===== config.mk =====
export PLATFORM = sky130hd
export DESIGN_NAME = idrob_ctrl_flat
export DESIGN_NICKNAME = d
export VERILOG_FILES = /design/src/rtl/idrob_ctrl_if.sv /design/src/rtl/idrob_ctrl.sv /design/src/flat_wrapper.sv
export SDC_FILE = /design/constraint.sdc
export NUM_CORES = 1
export LEC_CHECK = 0
export ABC_AREA = 1
export ABC_CLOCK_PERIOD_IN_PS = 4400
export CAP_MARGIN = 25
export CORE_MARGIN = 2
export CORE_UTILIZATION = 55
export DETAILED_ROUTE_END_ITERATION = 10
export GPL_TIMING_DRIVEN = 1
export PLACE_DENSITY = 0.76
export RECOVER_POWER = 25
export SLEW_MARGIN = 25
export SYNTH_ARGS = -nofsm -noshare
export SYNTH_HDL_FRONTEND = slang
export SYNTH_SLANG_ARGS = --single-unit

===== constraint.sdc =====
create_clock -name clk -period 4.4 [get_ports clk]
set_clock_uncertainty 0.05 [all_clocks]
set_input_delay 1.32 -clock clk [delete_from_list [all_inputs] [get_ports clk]]
set_output_delay 1.32 -clock clk [all_outputs]
set_load 0.01 [all_outputs]

===== src/rtl/idrob_ctrl_if.sv =====
// IF-to-ID bundle channel of idrob_ctrl: fetch-side valid/ready input and decode-side head output.
// master = IF/ID pipeline side, slave = the buffering controller.
interface idrob_ctrl_if #(
   parameter int GHR_WIDTH = 5
);
   logic                 if_valid;
   logic                 if_ready;
   logic [31:0]          if_pc;
   logic [31:0]          if_inst;
   logic                 if_branch_taken;
   logic [GHR_WIDTH-1:0] if_pht_index;

   logic                 id_valid;
   logic                 id_ready;
   logic [31:0]          id_pc;
   logic [31:0]          id_inst;
   logic                 id_branch_taken;
   logic [GHR_WIDTH-1:0] id_pht_index;
   logic                 id_is_next_delayslot;
   logic                 id_is_current_delayslot;

   modport master (
      output if_valid, if_pc, if_inst, if_branch_taken, if_pht_index,
      output id_ready, id_is_next_delayslot,
      input  if_ready,
      input  id_valid, id_pc, id_inst, id_branch_taken, id_pht_index, id_is_current_delayslot
   );

   modport slave (
      input  if_valid, if_pc, if_inst, if_branch_taken, if_pht_index,
      input  id_ready, id_is_next_delayslot,
      output if_ready,
      output id_valid, id_pc, id_inst, id_branch_taken, id_pht_index, id_is_current_delayslot
   );
endinterface


===== src/rtl/idrob_ctrl.sv =====
// IF->ID bundle FIFO with MIPS delay-slot tracking and backend flush.
// Optional macro IDROB_BYPASS_EN: empty-FIFO combinational pass-through from IF to ID.
module idrob_ctrl #(
   parameter int DEPTH     = 4,
   parameter int GHR_WIDTH = 5
) (
   input  logic                     clk,
   input  logic                     rst,
   input  logic                     flush,
   idrob_ctrl_if.slave              bus,
   output logic [$clog2(DEPTH):0]   occupancy
);
   localparam int AW = $clog2(DEPTH);
   localparam int CW = AW + 1;
   localparam logic [CW-1:0] FULL_C    = CW'(DEPTH);
   localparam logic [CW-1:0] CNT_ONE_C = CW'(1);
   localparam logic [AW-1:0] PTR_ONE_C = AW'(1);

   logic [31:0]          pc_mem_r   [DEPTH];
   logic [31:0]          inst_mem_r [DEPTH];
   logic                 bt_mem_r   [DEPTH];
   logic [GHR_WIDTH-1:0] pht_mem_r  [DEPTH];

   logic [AW-1:0] wr_ptr_r;
   logic [AW-1:0] rd_ptr_r;
   logic [CW-1:0] count_r;
   logic          ds_r;

   logic empty_s;
   logic full_s;
   logic bypass_s;
   logic enq_s;
   logic deq_s;
   logic ds_upd_s;

   assign empty_s = (count_r == {CW{1'b0}});
   assign full_s  = (count_r == FULL_C);

   // Bypass qualifier: only ever asserted in the pass-through build.
   always_comb begin
      bypass_s = 1'b0;
`ifdef IDROB_BYPASS_EN
      if (empty_s && bus.if_valid && bus.id_ready && !flush) begin
         bypass_s = 1'b1;
      end else begin
         bypass_s = 1'b0;
      end
`endif
   end

   assign bus.if_ready = !full_s;
   assign bus.id_valid = !empty_s || bypass_s;
   assign occupancy    = count_r;
   assign bus.id_is_current_delayslot = ds_r;

   // A bypassed transfer enqueues and dequeues at once, so storage sees neither.
   assign enq_s    = bus.if_valid && !full_s && !bypass_s;
   assign deq_s    = !empty_s && bus.id_ready;
   assign ds_upd_s = bus.id_valid && bus.id_ready;

   // Pointer, occupancy and delay-slot state; flush outranks any transfer.
   always_ff @(posedge clk or negedge rst) begin
      if (!rst) begin
         wr_ptr_r <= {AW{1'b0}};
         rd_ptr_r <= {AW{1'b0}};
         count_r  <= {CW{1'b0}};
         ds_r     <= 1'b0;
      end else if (flush) begin
         wr_ptr_r <= {AW{1'b0}};
         rd_ptr_r <= {AW{1'b0}};
         count_r  <= {CW{1'b0}};
         ds_r     <= 1'b0;
      end else begin
         if (enq_s) wr_ptr_r <= wr_ptr_r + PTR_ONE_C;
         else       wr_ptr_r <= wr_ptr_r;
         if (deq_s) rd_ptr_r <= rd_ptr_r + PTR_ONE_C;
         else       rd_ptr_r <= rd_ptr_r;
         case ({enq_s, deq_s})
            2'b10:   count_r <= count_r + CNT_ONE_C;
            2'b01:   count_r <= count_r - CNT_ONE_C;
            default: count_r <= count_r;
         endcase
         // The flag survives stalls: it only moves when the head leaves.
         if (ds_upd_s) ds_r <= bus.id_is_next_delayslot;
         else          ds_r <= ds_r;
      end
   end

   // Bundle storage; cleared on reset so no partial entry can reappear.
   always_ff @(posedge clk or negedge rst) begin
      if (!rst) begin
         for (int i = 0; i < DEPTH; i++) begin
            pc_mem_r[i]   <= 32'h0000_0000;
            inst_mem_r[i] <= 32'h0000_0000;
            bt_mem_r[i]   <= 1'b0;
            pht_mem_r[i]  <= {GHR_WIDTH{1'b0}};
         end
      end else if (enq_s && !flush) begin
         pc_mem_r[wr_ptr_r]   <= bus.if_pc;
         inst_mem_r[wr_ptr_r] <= bus.if_inst;
         bt_mem_r[wr_ptr_r]   <= bus.if_branch_taken;
         pht_mem_r[wr_ptr_r]  <= bus.if_pht_index;
      end else begin
         pc_mem_r[wr_ptr_r]   <= pc_mem_r[wr_ptr_r];
         inst_mem_r[wr_ptr_r] <= inst_mem_r[wr_ptr_r];
         bt_mem_r[wr_ptr_r]   <= bt_mem_r[wr_ptr_r];
         pht_mem_r[wr_ptr_r]  <= pht_mem_r[wr_ptr_r];
      end
   end

   // Head bundle toward ID, forced to zero whenever nothing is valid.
   always_comb begin
      bus.id_pc           = 32'h0000_0000;
      bus.id_inst         = 32'h0000_0000;
      bus.id_branch_taken = 1'b0;
      bus.id_pht_index    = {GHR_WIDTH{1'b0}};
      if (bypass_s) begin
         bus.id_pc           = bus.if_pc;
         bus.id_inst         = bus.if_inst;
         bus.id_branch_taken = bus.if_branch_taken;
         bus.id_pht_index    = bus.if_pht_index;
      end else if (!empty_s) begin
         bus.id_pc           = pc_mem_r[rd_ptr_r];
         bus.id_inst         = inst_mem_r[rd_ptr_r];
         bus.id_branch_taken = bt_mem_r[rd_ptr_r];
         bus.id_pht_index    = pht_mem_r[rd_ptr_r];
      end else begin
         bus.id_pc           = 32'h0000_0000;
         bus.id_inst         = 32'h0000_0000;
         bus.id_branch_taken = 1'b0;
         bus.id_pht_index    = {GHR_WIDTH{1'b0}};
      end
   end
endmodule

===== src/flat_wrapper.sv =====
// flat-port wrapper written by rule: the top's interface ports become plain ports
module idrob_ctrl_flat 
#(
   parameter int DEPTH     = 4,
   parameter int GHR_WIDTH = 5
)
  (clk, rst, flush, occupancy, bus_if_valid, bus_if_pc, bus_if_inst, bus_if_branch_taken, bus_if_pht_index, bus_id_ready, bus_id_is_next_delayslot, bus_if_ready, bus_id_valid, bus_id_pc, bus_id_inst, bus_id_branch_taken, bus_id_pht_index, bus_id_is_current_delayslot);
  idrob_ctrl_if #(.GHR_WIDTH(GHR_WIDTH)) bus_i ();
  input  logic clk;
  input  logic rst;
  input  logic flush;
  output logic [$clog2(DEPTH):0] occupancy;
  input wire logic [$bits(bus_i.if_valid)-1:0] bus_if_valid;
  input wire logic [$bits(bus_i.if_pc)-1:0] bus_if_pc;
  input wire logic [$bits(bus_i.if_inst)-1:0] bus_if_inst;
  input wire logic [$bits(bus_i.if_branch_taken)-1:0] bus_if_branch_taken;
  input wire logic [$bits(bus_i.if_pht_index)-1:0] bus_if_pht_index;
  input wire logic [$bits(bus_i.id_ready)-1:0] bus_id_ready;
  input wire logic [$bits(bus_i.id_is_next_delayslot)-1:0] bus_id_is_next_delayslot;
  output wire logic [$bits(bus_i.if_ready)-1:0] bus_if_ready;
  output wire logic [$bits(bus_i.id_valid)-1:0] bus_id_valid;
  output wire logic [$bits(bus_i.id_pc)-1:0] bus_id_pc;
  output wire logic [$bits(bus_i.id_inst)-1:0] bus_id_inst;
  output wire logic [$bits(bus_i.id_branch_taken)-1:0] bus_id_branch_taken;
  output wire logic [$bits(bus_i.id_pht_index)-1:0] bus_id_pht_index;
  output wire logic [$bits(bus_i.id_is_current_delayslot)-1:0] bus_id_is_current_delayslot;
  assign bus_i.if_valid = bus_if_valid;
  assign bus_i.if_pc = bus_if_pc;
  assign bus_i.if_inst = bus_if_inst;
  assign bus_i.if_branch_taken = bus_if_branch_taken;
  assign bus_i.if_pht_index = bus_if_pht_index;
  assign bus_i.id_ready = bus_id_ready;
  assign bus_i.id_is_next_delayslot = bus_id_is_next_delayslot;
  assign bus_if_ready = bus_i.if_ready;
  assign bus_id_valid = bus_i.id_valid;
  assign bus_id_pc = bus_i.id_pc;
  assign bus_id_inst = bus_i.id_inst;
  assign bus_id_branch_taken = bus_i.id_branch_taken;
  assign bus_id_pht_index = bus_i.id_pht_index;
  assign bus_id_is_current_delayslot = bus_i.id_is_current_delayslot;
  idrob_ctrl #(.DEPTH(DEPTH), .GHR_WIDTH(GHR_WIDTH)) u_core (.clk(clk), .rst(rst), .flush(flush), .bus(bus_i), .occupancy(occupancy));
endmodule

==> results of run 1 <==
final timing paths:
path                                          to  slack (ps)
max in group asynchronous     u_core.rd_ptr_r[0]         740
min in group asynchronous  u_core.inst_mem_r[25]        1390
min reg2reg                 u_core.pht_mem_r[10]         450
min                         u_core.pht_mem_r[10]         450
max                                bus_id_pc[16]         150
max reg2reg                  u_core.pc_mem_r[95]        1200
layout make-up:
| cell class | instances | share of cell area |
|---|---|---|
| clock inverter | 7 | 0.00317 |
| inverter | 15 | 0.00370 |
| sequential | 288 | 0.381 |
| tap | 390 | 0.0258 |
| timing repair buffer | 182 | 0.0967 |
| multi-input combinational | 2002 | 0.432 |
| clock buffer | 56 | 0.0574 |
state kept, by name (all words and copies together), names as in the netlist:
register,count
u_core.inst_mem_r,128
u_core.pc_mem_r,128
u_core.pht_mem_r,20
u_core.bt_mem_r,4
u_core.occupancy,3
u_core.rd_ptr_r,2
u_core.wr_ptr_r,2
u_core.bus.id_is_current_delayslot,1
cells by family after synthesis:
| group | count (synthesis) | share of synthesized area |
|---|---|---|
| AO/OA/AOI/OAI | 217 | 0.0665 |
| XOR/XNOR | 1 | 0.000536 |
| adder cells (fa/ha/maj) | 5 | 0.00429 |
| buffers and inverters | 188 | 0.0582 |
| flip-flops | 288 | 0.441 |
| AND/OR/NAND/NOR | 1779 | 0.429 |
per-layer routing:
metal / vias up / part of all wire / global-route usage
met1: 7914 / 0.40 / 0.477
met4: 0 / 0.020 / 0.112
met2: 1028 / 0.47 / 0.546
met5: - / 0 / 0
li1: 7839 / - / -
met3: 93 / 0.11 / 0.0584
power groups by stage:
stage / Clock, mW / Combinational, mW / Sequential, mW
floorplan: 0 / 4.24 / 4.69
global placement: 0 / 6.18 / 4.89
detailed placement: 0 / 6.31 / 4.94
CTS: 2.89 / 6.37 / 4.91
global route: 3.03 / 7.18 / 5.13
finish: 2.87 / 6.43 / 4.96
placed cells by master (no fill, tap or decap), drive strengths merged:
master and count:
nand2 1281, dfrtp 288, nor2 282, nand3 215
clkdlybuf4s50 150, o21ai 143, a21oi 74, clkbuf 59
buf 29, clkinv 11, inv 10, ha 4
nand3b 1, xnor2 1, fa 1, bufinv 1
per-stage QoR:
step	util	power [mW]
2_1_floorplan	-	8.94
3_3_place_gp	0.604	11.1
3_5_place_dp	0.604	11.2
4_1_cts	0.643	14.2
5_1_grt	0.643	15.3
6_report	0.643	14.3
worst max-delay path: stages (launching register included):
cell	delay [ps]
dfrtp_4	430
buf_12	580
nor2_1	100
nor2_1	120
o21ai_0	110
a21oi_1	370
clkdlybuf4s50_1	630
==> reports/metrics.cfg, run 1 <==
[status]
status = finished, violations left
violations = max-capacitance violations, max-slew violations

[logic_synthesis]
synth_top_cell_by_area = dfrtp_1
synth_edf_count = 0
synth_top_area_frac = 0.441
synth_most_common_cell = nand2_1
synth-seq-area-share = 0.441
synthDistinctLibCells = 22
async_reset_ff_frac = 1.00
syn-num-nets = 2559
netlist_instances = 2478
syn-cell-area_um2 = 16300
synth_commonest_cells = nand2_1, dfrtp_1, nor2_1, nand3_1, o21ai_0
synth_flop_cell = dfrtp_1
synth_seq_cells = 288
avgSynthCellArea_um2 = 6.59
yosys_warnings = 0
synth.area.top_cells = dfrtp_1, nand2_1, nand3_1

[clock_tree]
clkTransAtPathRegs_ps = 60
htreeDepth = 2
cts_buffer_depth = 3
cts_tree = built
post_cts_buffers = 0
clkLatencyLatePin_ps = 520
cts.sinks = 288
cts_hold_buf = 0
cts_resized = 0
cts_root_buf = clkbuf_16
numCtsBuffers = 35

[floorplan]
die-area_um2 = 31100
row_count = 63
core_area_um2 = 29500
initial_utilization = 0.554
dieHeight_um = 176
die_w_um = 176
ios = 152

[timing]
finalCriticalPeriod_ps = 4250
setup_tns_ps = 0
fmax_ghz = 0.235
finalHoldViolations = 0
tightest_slew_ps = 2200
post-route-period-util = 0.967
setup_viol = 0
fin_ws_ps = 147
finalMaxSlewViolations = 80
grt_setup_unrepaired = false
timing.hold.ws_ps = 447
slew_headroom = -0.465

[placement]
dpl.cell_count = 2877
gp_congestion = 0.826
port_buffers = 151
placed_cell_area_um2 = 17800
dpl.hpwl_mm = 27.0
dp_slack_ps = 691

[detailed_routing]
drtIter0Drc = 2160
detail_route.wl_per_cell_um = 18.1
viasPerCell = 5.74
first_pass_iters = 6
drc_errors = 0
antenna_left = 0
vias = 16900
routed_wl_mm = 53.2

[pwr]
p_int_mw = 8.15
switchingPower_mw = 6.12
ir_drop_uv = 691
p_leak_nw = 9.49
power_frac_seq = 0.348
power.density_nw_per_um2 = 753
p_sw_frac = 0.429
combPwrFrac = 0.451
clkPwrFrac = 0.201

[finish]
num-fill-cells = 2631
nNetsFinal = 2605
final_layout_size_suffix_gt1_frac = 0.0478
seq_area_um2 = 7220
multi_input_area_um2 = 8190
area_delta_synth_final_pct = 16.0
fin_area_um2 = 18900
instances_no_fill = 2940
diodes = 0

[global_routing]
grt_pass1_wl_mm = 84.8
gr-usage-all-layers = 0.342
antenna_found_initial = 0
grt_pass1_vias = 16100
grt_max_degree = 142
grt-ovfl-total = 0

[critical_path]
cp.arrival_ps = 2880
required_ps = 3030
cp_max_fo = 141
r2r_start = u_core.wr_ptr_r[1]
r2r_cells = 6
cp-startpoint = u_core.rd_ptr_r[0]
end_kind = primary output
start_kind = register
crit_type = register to primary output

[min_path]
hold_start = u_core.pht_mem_r[10]
hp-class = register to register
hold_path_depth = 2

[job]
cap_violations = 1

No activity file was read; power rests on OpenSTA's default activity.
==> inputs of run 2 (changes only) <==
--- a/config.mk
+++ b/config.mk
@@ -8,11 +8,13 @@
 export ABC_AREA = 1
 export ABC_CLOCK_PERIOD_IN_PS = 4400
 export CAP_MARGIN = 25
+export CELL_PAD_IN_SITES_DETAIL_PLACEMENT = 0
+export CELL_PAD_IN_SITES_GLOBAL_PLACEMENT = 1
 export CORE_MARGIN = 2
-export CORE_UTILIZATION = 55
+export CORE_UTILIZATION = 45
 export DETAILED_ROUTE_END_ITERATION = 10
 export GPL_TIMING_DRIVEN = 1
-export PLACE_DENSITY = 0.76
+export PLACE_DENSITY = 0.86
 export RECOVER_POWER = 25
 export SLEW_MARGIN = 25
 export SYNTH_ARGS = -nofsm -noshare
==> run 2 against run 1 <==
Compared with the run above:
- the flow still finishes with violations (max-capacitance violations, max-slew violations)
- register-to-register slack improved by 310 ps
- sequential share of layout area fell by 0.48 points
- clock power rose by 3%
- power rose by 1.7%
- combinational power rose by 1%
- wire length rose by 6.2%
- hold slack improved by 3.4 ps
- first-iteration DRC count fell by 18%
- final area rose by 1.3%
==> reports/metrics.cfg, run 2 (synthesized netlist as in run 1, its figures left out) <==
[pwr]
combPwrFrac = 0.450
p_sw_frac = 0.430
p_leak_nw = 9.56
power.density_nw_per_um2 = 756
p_int_mw = 8.26
clkPwrFrac = 0.204
switchingPower_mw = 6.25
ir_drop_uv = 477
power_frac_seq = 0.347

[clock_tree]
cts.sinks = 288
clkTransAtPathRegs_ps = 60
cts_resized = 0
clkLatencyLatePin_ps = 510
cts_tree = built
cts_root_buf = clkbuf_16
numCtsBuffers = 35
post_cts_buffers = 0
htreeDepth = 2
cts_hold_buf = 0
cts_buffer_depth = 3

[critical_path]
required_ps = 3030
start_kind = register
cp.arrival_ps = 2880
cp_max_fo = 85
end_kind = primary output
crit_type = register to primary output

[finish]
nNetsFinal = 2609
fin_area_um2 = 19200
final_layout_size_suffix_gt1_frac = 0.0505
layout_common_cells = nand2_1, dfrtp_1, nor2_1
top_regs = u_core.inst_mem_r (128), u_core.pc_mem_r (128), u_core.pht_mem_r (20)
instances_no_fill = 3013
area_delta_synth_final_pct = 17.4
layout.cells.most_common = nand2_1
diodes = 0

[floorplan]
die-area_um2 = 37800
row_count = 69
initial_utilization = 0.458
ios = 152
dieHeight_um = 195
die_w_um = 195
core_area_um2 = 35700

[global_routing]
grt_pass1_wl_mm = 90.4
grt_max_degree = 105
grt-ovfl-total = 0
gr-usage-all-layers = 0.299
grt_pass1_vias = 16200
antenna_found_initial = 0

[status]
violations = max-capacitance violations, max-slew violations
status = finished, violations left

[timing]
setup_viol = 0
fmax_ghz = 0.235
tightest_slew_ps = 2460
grt_setup_unrepaired = false
timing.hold.ws_ps = 450
slew_headroom = -0.641
finalMaxSlewViolations = 91
post-route-period-util = 0.966
finalCriticalPeriod_ps = 4250
setup_tns_ps = 0
finalHoldViolations = 0

[detailed_routing]
routed_wl_mm = 56.5
antenna_left = 0
detail_route.wl_per_cell_um = 18.8
viasPerCell = 5.49
vias = 16500
drc_errors = 0
first_pass_iters = 5
drtIter0Drc = 1774

[placement]
dpl.cell_count = 2951
dpl.hpwl_mm = 29.5
placed_cell_area_um2 = 18000
gp_congestion = 0.803
port_buffers = 151

[min_path]
hp-class = register to register

[job]
cap_violations = 1

[run 2: power by group through the flow]
stage                     combinational [mW]  clock [mW]  sequential (mW)
after CTS                               6.51        3.00             4.99
final                                   6.52        2.96             5.03
after global placement                  6.39           0             5.00
after floorplan                         4.24           0             4.69
after detailed placement                6.48           0             5.01
after global routing                    7.31        3.11             5.21
[run 2: final timing paths]
| path | start | end | slack [ps] | cells past startpoint |
|---|---|---|---|---|
| setup / recovery | u_core.rd_ptr_r[0] | bus_id_pc[18] | 150 | 5 |
| hold / removal | u_core.inst_mem_r[92] | u_core.inst_mem_r[92] | 450 | 2 |
| setup reg to reg | u_core.wr_ptr_r[0] | u_core.inst_mem_r[101] | 1510 | 5 |
| hold reg to reg | u_core.inst_mem_r[92] | u_core.inst_mem_r[92] | 450 | 2 |
| max in group asynchronous | rst | u_core.pc_mem_r[91] | 580 | 2 |
| min in group asynchronous | rst | u_core.inst_mem_r[25] | 1510 | 1 |
[run 2: critical path, stage by stage (launching register included)]
cell	delay, ps
dfrtp_4	660
clkinv_2	150
buf_12	300
o21ai_0	160
a21oi_1	380
clkdlybuf4s50_1	620
[run 2: layout make-up]
cell class / instances / area [um^2]
tap: 461 / 577
timing repair buffer: 186 / 1970
fill: 3466 / 16500
sequential: 288 / 7220
clock inverter: 6 / 83.8
clock buffer: 55 / 1080
inverter: 15 / 67.6
multi-input combinational: 2002 / 8190
[run 2: metrics by stage]
| stage | setup slack, ps | util | total power [mW] |
|---|---|---|---|
| 5_1_grt | 19.2 | 0.538 | 15.6 |
| 3_5_place_dp | 714 | 0.505 | 11.5 |
| 3_3_place_gp | 699 | 0.505 | 11.4 |
| 6_report | 149 | 0.538 | 14.5 |
| 4_1_cts | 160 | 0.538 | 14.5 |
| 2_1_floorplan | 1770 | - | 8.94 |
[run 2: layer usage]
layer | routed length [um] | share of wire | GRT usage | up-vias
met2 | 25800 | 0.46 | 0.483 | 736
met5 | 0 | 0 | 0 | -
met4 | 1240 | 0.022 | 0.0852 | 0
met1 | 25100 | 0.44 | 0.417 | 7856
met3 | 4420 | 0.078 | 0.0482 | 97
li1 | - | - | - | 7849
==> patch 1: new RTL, settings of run 1 <==
Reset style: synchronous (`rst`), changed in 2 clocked blocks.
--- a/src/rtl/idrob_ctrl.sv
+++ b/src/rtl/idrob_ctrl.sv
@@ -59,7 +59,7 @@
    assign ds_upd_s = bus.id_valid && bus.id_ready;
 
    // Pointer, occupancy and delay-slot state; flush outranks any transfer.
-   always_ff @(posedge clk or negedge rst) begin
+   always_ff @(posedge clk) begin
       if (!rst) begin
          wr_ptr_r <= {AW{1'b0}};
          rd_ptr_r <= {AW{1'b0}};
@@ -87,7 +87,7 @@
    end
 
    // Bundle storage; cleared on reset so no partial entry can reappear.
-   always_ff @(posedge clk or negedge rst) begin
+   always_ff @(posedge clk) begin
       if (!rst) begin
          for (int i = 0; i < DEPTH; i++) begin
             pc_mem_r[i]   <= 32'h0000_0000;
Check against the original RTL: differs if rst is asserted again (counterexample within 4 cycles, from zero or initial values and one cycle with rst low); with rst held inactive, the same outputs for 4 cycles.
==> patch 1 against run 1 <==
The flow still finishes with violations (capacitance limit, slew limit). Count of clock-buffer cells in the layout decreased by 12. First-iteration DRC count decreased by 61%. Design area fell by 18%. Synthesized area shrank 21%. Setup slack got worse by 21 ps. Critical path type unchanged. Routed wire length shrank 40%. Non-clock buffer count shrank 3. Sequential cell count is 2 higher.
Power is not compared: it rests on default switching activity, and its combinational part moved more than twofold at a synthesized area within 25%.
==> patch 1: results (changes against run 1) <==
Vias in the first global route = 9,681 (was 16,100)
Synth cell types = 20 (was 22)
CP peak stage delay = 610 ps (was 630 ps)
Worst r2r path cells = 5 (was 6)
Worst Setup EP = bus_id_pc[8] (was bus_id_pc[16])
Metal-1 WL = 12,600 µm (was 21,300 µm)
Fin crit period = 4270 ps (was 4250 ps)
R2R setup slack = 1180 ps (was 1200 ps)
Syn Nets = 1,380 (was 2,559)
Fill count = 1,739 (was 2,631)
Reg2reg start = u_core.occupancy[1] (was u_core.wr_ptr_r[1])
Adder-cell share of the synthesized area = 0.253% (was 0.429%)
CTS HTree Levels = 1 (was 2)
Non-Filler Instances = 1,762 (was 2,940)
Post-synth top cells = nor2_1, edfxtp_1, o21ai_0 (was nand2_1, dfrtp_1, nor2_1)
Synth area leaders = edfxtp_1, nor2_1, o21ai_0 (was dfrtp_1, nand2_1, nand3_1)
Register area share after synthesis = 66.7% (was 44.1%)
CP max-delay cell = dfxtp_4 (was clkdlybuf4s50_1)
DR WL met2 = 16,100 µm (was 24,800 µm)
Met3 GRT Util = 2.80% (was 5.84%)
Crit path DAT = 2900 ps (was 2880 ps)
DR vias = 9,692 (was 16,900)
Max Cap Viol = 3 (was 1)
Synth Area in XOR/XNOR = 0% (was 0.0536%)
Crit Reg-Reg Endpoint = u_core.pc_mem_r[2][20] (was u_core.pc_mem_r[95])
Hold_sp = u_core.bus.id_is_current_delayslot (was u_core.pht_mem_r[10])
Area post-placement = 0.0147 mm² (was 0.0178 mm²)
Least-Margin Pin Slew = 1960 ps (was 2200 ps)
Violated checks = capacitance limit, slew limit (unchanged)
M1 GR Usage = 33.5% (was 47.7%)
Routability cong. = 0.789 (was 0.826)
GRT Overall Usage = 26.0% (was 34.2%)
Worst Hold Slack = 438 ps (was 447 ps)
CTS buffer count = 30 (was 35)
Layout cells sized above 1 = 5.11% (was 4.78%)
Final slew viol count = 106 (was 80)
Nets = 1,503 (was 2,605)
Met2 Usage GRT = 46.2% (was 54.6%)
EDFF count, synth = 277 (was 0)
Status = finished, violations left (unchanged)
Worst skew pair latency = 550 ps (was 520 ps)
Global-route wire length before repair = 49,600 µm (was 84,800 µm)
Total Wirelength = 32,000 µm (was 53,200 µm)
Syn Inst Count = 1,302 (was 2,478)
patch 1: changes by cell type after synthesis, moves of 25 or more:
cell / run 1 / this run
nand2_1: 1262 / 51
dfrtp_1: 288 / 0
edfxtp_1: 0 / 277
nor2_1: 281 / 499
nand3_1: 214 / 3
inv_1: 5 / 87
nor3_1: 0 / 47
clkbuf_1: 66 / 41
patch 1: layout make-up:
type | instances | area (µm²) | area share (%)
Multi-Input combinational cell | 832 | 3510 | 22.5
Tap cell | 313 | 392 | 2.51
Clock inverter | 12 | 133 | 0.849
Clock buffer | 44 | 835 | 5.34
Timing Repair Buffer | 179 | 1810 | 11.6
Inverter | 92 | 348 | 2.23
Sequential cell | 290 | 8590 | 55.0
patch 1: worst reg2reg max path: stages, from the launching register on:
cell	delay (ps)
dfxtp_1	390
nor2_2	70
a21oi_1	440
nand2_1	1230
buf_4	700
nor3_1	180
patch 1: power breakdown:
group	switching [W]	internal, W
clock network	0.00101	0.00148
registers	0.0000363	0.00315
logic	0.000356	0.000233
==> patch 2: new RTL, flow settings as in run 1 <==
Without the edit above. Build with the macro `IDROB_BYPASS_EN` defined.
--- a/src/rtl/idrob_ctrl.sv
+++ b/src/rtl/idrob_ctrl.sv
@@ -1,5 +1,7 @@
 // IF->ID bundle FIFO with MIPS delay-slot tracking and backend flush.
 // Optional macro IDROB_BYPASS_EN: empty-FIFO combinational pass-through from IF to ID.
+`define IDROB_BYPASS_EN
+
 module idrob_ctrl #(
    parameter int DEPTH     = 4,
    parameter int GHR_WIDTH = 5
Check against the original RTL: not equivalent (a bounded check fails within 4 cycles, from zero or initial values and one cycle with rst low).
==> patch 2 against run 1 <==
The flow still finishes with violations (capacitance limit, slew limit). Routed wire length up 8.3%. Clock power up 3%. Sequential cell count unchanged. First-iteration DRC count up 3.4%. Synthesized area up 14%. Setup slack better by 55 ps. Design area up 13%. Maximum frequency up 1.3%. Critical path type is now input port to output port. Die area up 14%. Total power up 4.2%.
==> patch 2: results (changes against run 1) <==
Compound-Gate Fraction of Synth Area = 26.5% (was 6.65%)
Syn avg cell area = 7.46 µm² (was 6.59 µm²)
Post-synth top cells = nand3_1, dfrtp_1, inv_1 (was nand2_1, dfrtp_1, nor2_1)
Worst Hold Slack = 508 ps (was 447 ps)
Fill count = 2,898 (was 2,631)
Placed cells = 2,886 (was 2,877)
Synth area leaders = dfrtp_1, nand3_1, o211ai_1 (was dfrtp_1, nand2_1, nand3_1)
Syn Nets = 2,578 (was 2,559)
Register area share after synthesis = 38.7% (was 44.1%)
Crit path max fanout = 38 (was 141)
Storage element area = 0.00722 mm² (about the same)
Vias in the first global route = 18,700 (was 16,100)
Global-route wire length before repair = 95,100 µm (was 84,800 µm)
Crit path DAT = 2830 ps (was 2880 ps)
ANT cells = 0 (unchanged)
Violated checks = capacitance limit, slew limit (unchanged)
Worst r2r path cells = 10 (was 6)
First DRT Iteration DRCs = 2,234 (was 2,160)
Switching Power = 0.00639 W (was 0.00612 W)
Least-Margin Pin Slew = 2000 ps (was 2200 ps)
Crit Reg-Reg Endpoint = u_core.pc_mem_r[78] (was u_core.pc_mem_r[95])
R2R setup slack = 1830 ps (was 1200 ps)
Pwr Density = 697 mW/mm² (was 753 mW/mm²)
Final slew viol count = 133 (was 80)
Final HPWL DP = 32,900 µm (was 27,000 µm)
Vias per Instance = 6.60 (was 5.74)
Pre-CTS setup slack = -94.0 ps (was 691 ps)
Adder-cell share of the synthesized area = 0.376% (was 0.429%)
Routability cong. = 0.850 (was 0.826)
Synth cell types = 22 (unchanged)
Leakage = 8.62 nW (was 9.49 nW)
Synth Area in XOR/XNOR = 0.0470% (was 0.0536%)
Max Cap Viol = 2 (was 1)
Hold_sp = u_core.bus.id_is_current_delayslot (was u_core.pht_mem_r[10])
Total Wirelength = 57,600 µm (was 53,200 µm)
Logic pwr share = 47.9% (was 45.1%)
WHS Endpoint = u_core.bus.id_is_current_delayslot (was u_core.pht_mem_r[10])
Peak supply drop = 0.369 mV (was 0.691 mV)
Status = finished, violations left (unchanged)
Post-DR wirelength/cell = 19.5 µm (was 18.1 µm)
patch 2: changes by cell type after synthesis, moves of 18 or more:
cell	change
nand2_1	-1029
nand3_1	+421
inv_1	+283
o211ai_1	+280
nor2_1	-279
a21oi_1	+139
clkbuf_1	+77
a32o_1	+70
o21ai_0	+70
buf_1	+20
nand2_2	-18
patch 2: what timing repair did:
action	4_1_cts	5_1_grt
resized for setup	71	0
hold buffers	0	0
endpoints found under the setup margin	70	0
patch 2: worst max path at each step:
| stage | depth (start not counted) | from | endpoint | slack, ps |
|---|---|---|---|---|
| after floorplan | 5 | flush | bus_id_branch_taken | 790 |
| after global placement | 6 | bus_id_ready | bus_id_pc[25] | -90 |
| after detailed placement | 6 | bus_id_ready | bus_id_inst[27] | -90 |
| after CTS | 6 | bus_id_ready | bus_id_inst[27] | 200 |
| after global routing | 2 | rst | u_core.pc_mem_r[6] | 100 |
| final | 6 | bus_id_ready | bus_id_inst[27] | 200 |
patch 2: final cells by class:
type,instances,area share (%)
Clock buffer,54,4.93
Clock inverter,8,0.575
Tap cell,448,2.63
Timing Repair Buffer,201,9.72
Multi-Input combinational cell,1658,43.1
Inverter,292,5.19
Sequential cell,288,33.9
patch 2: worst register-to-register path, stage by stage, from the launching register on:
cell and delay [ps]:
dfrtp_1 460, nor2_4 180, nand2_2 100, nor2_4 150, buf_12 210, nor2_2 80, nand2_4 110, buf_12 330
buf_4 510, nand3_1 170, o211ai_1 140
patch 2: layer usage:
| layer | wire [µm] | up-vias | track usage, % |
|---|---|---|---|
| met3 | 5190 | 151 | 4.77 |
| met4 | 1810 | 0 | 13.1 |
| met1 | 23800 | 9344 | 44.2 |
| met5 | 0 | - | 0 |
| met2 | 26800 | 1100 | 51.4 |
| li1 | - | 8873 | - |
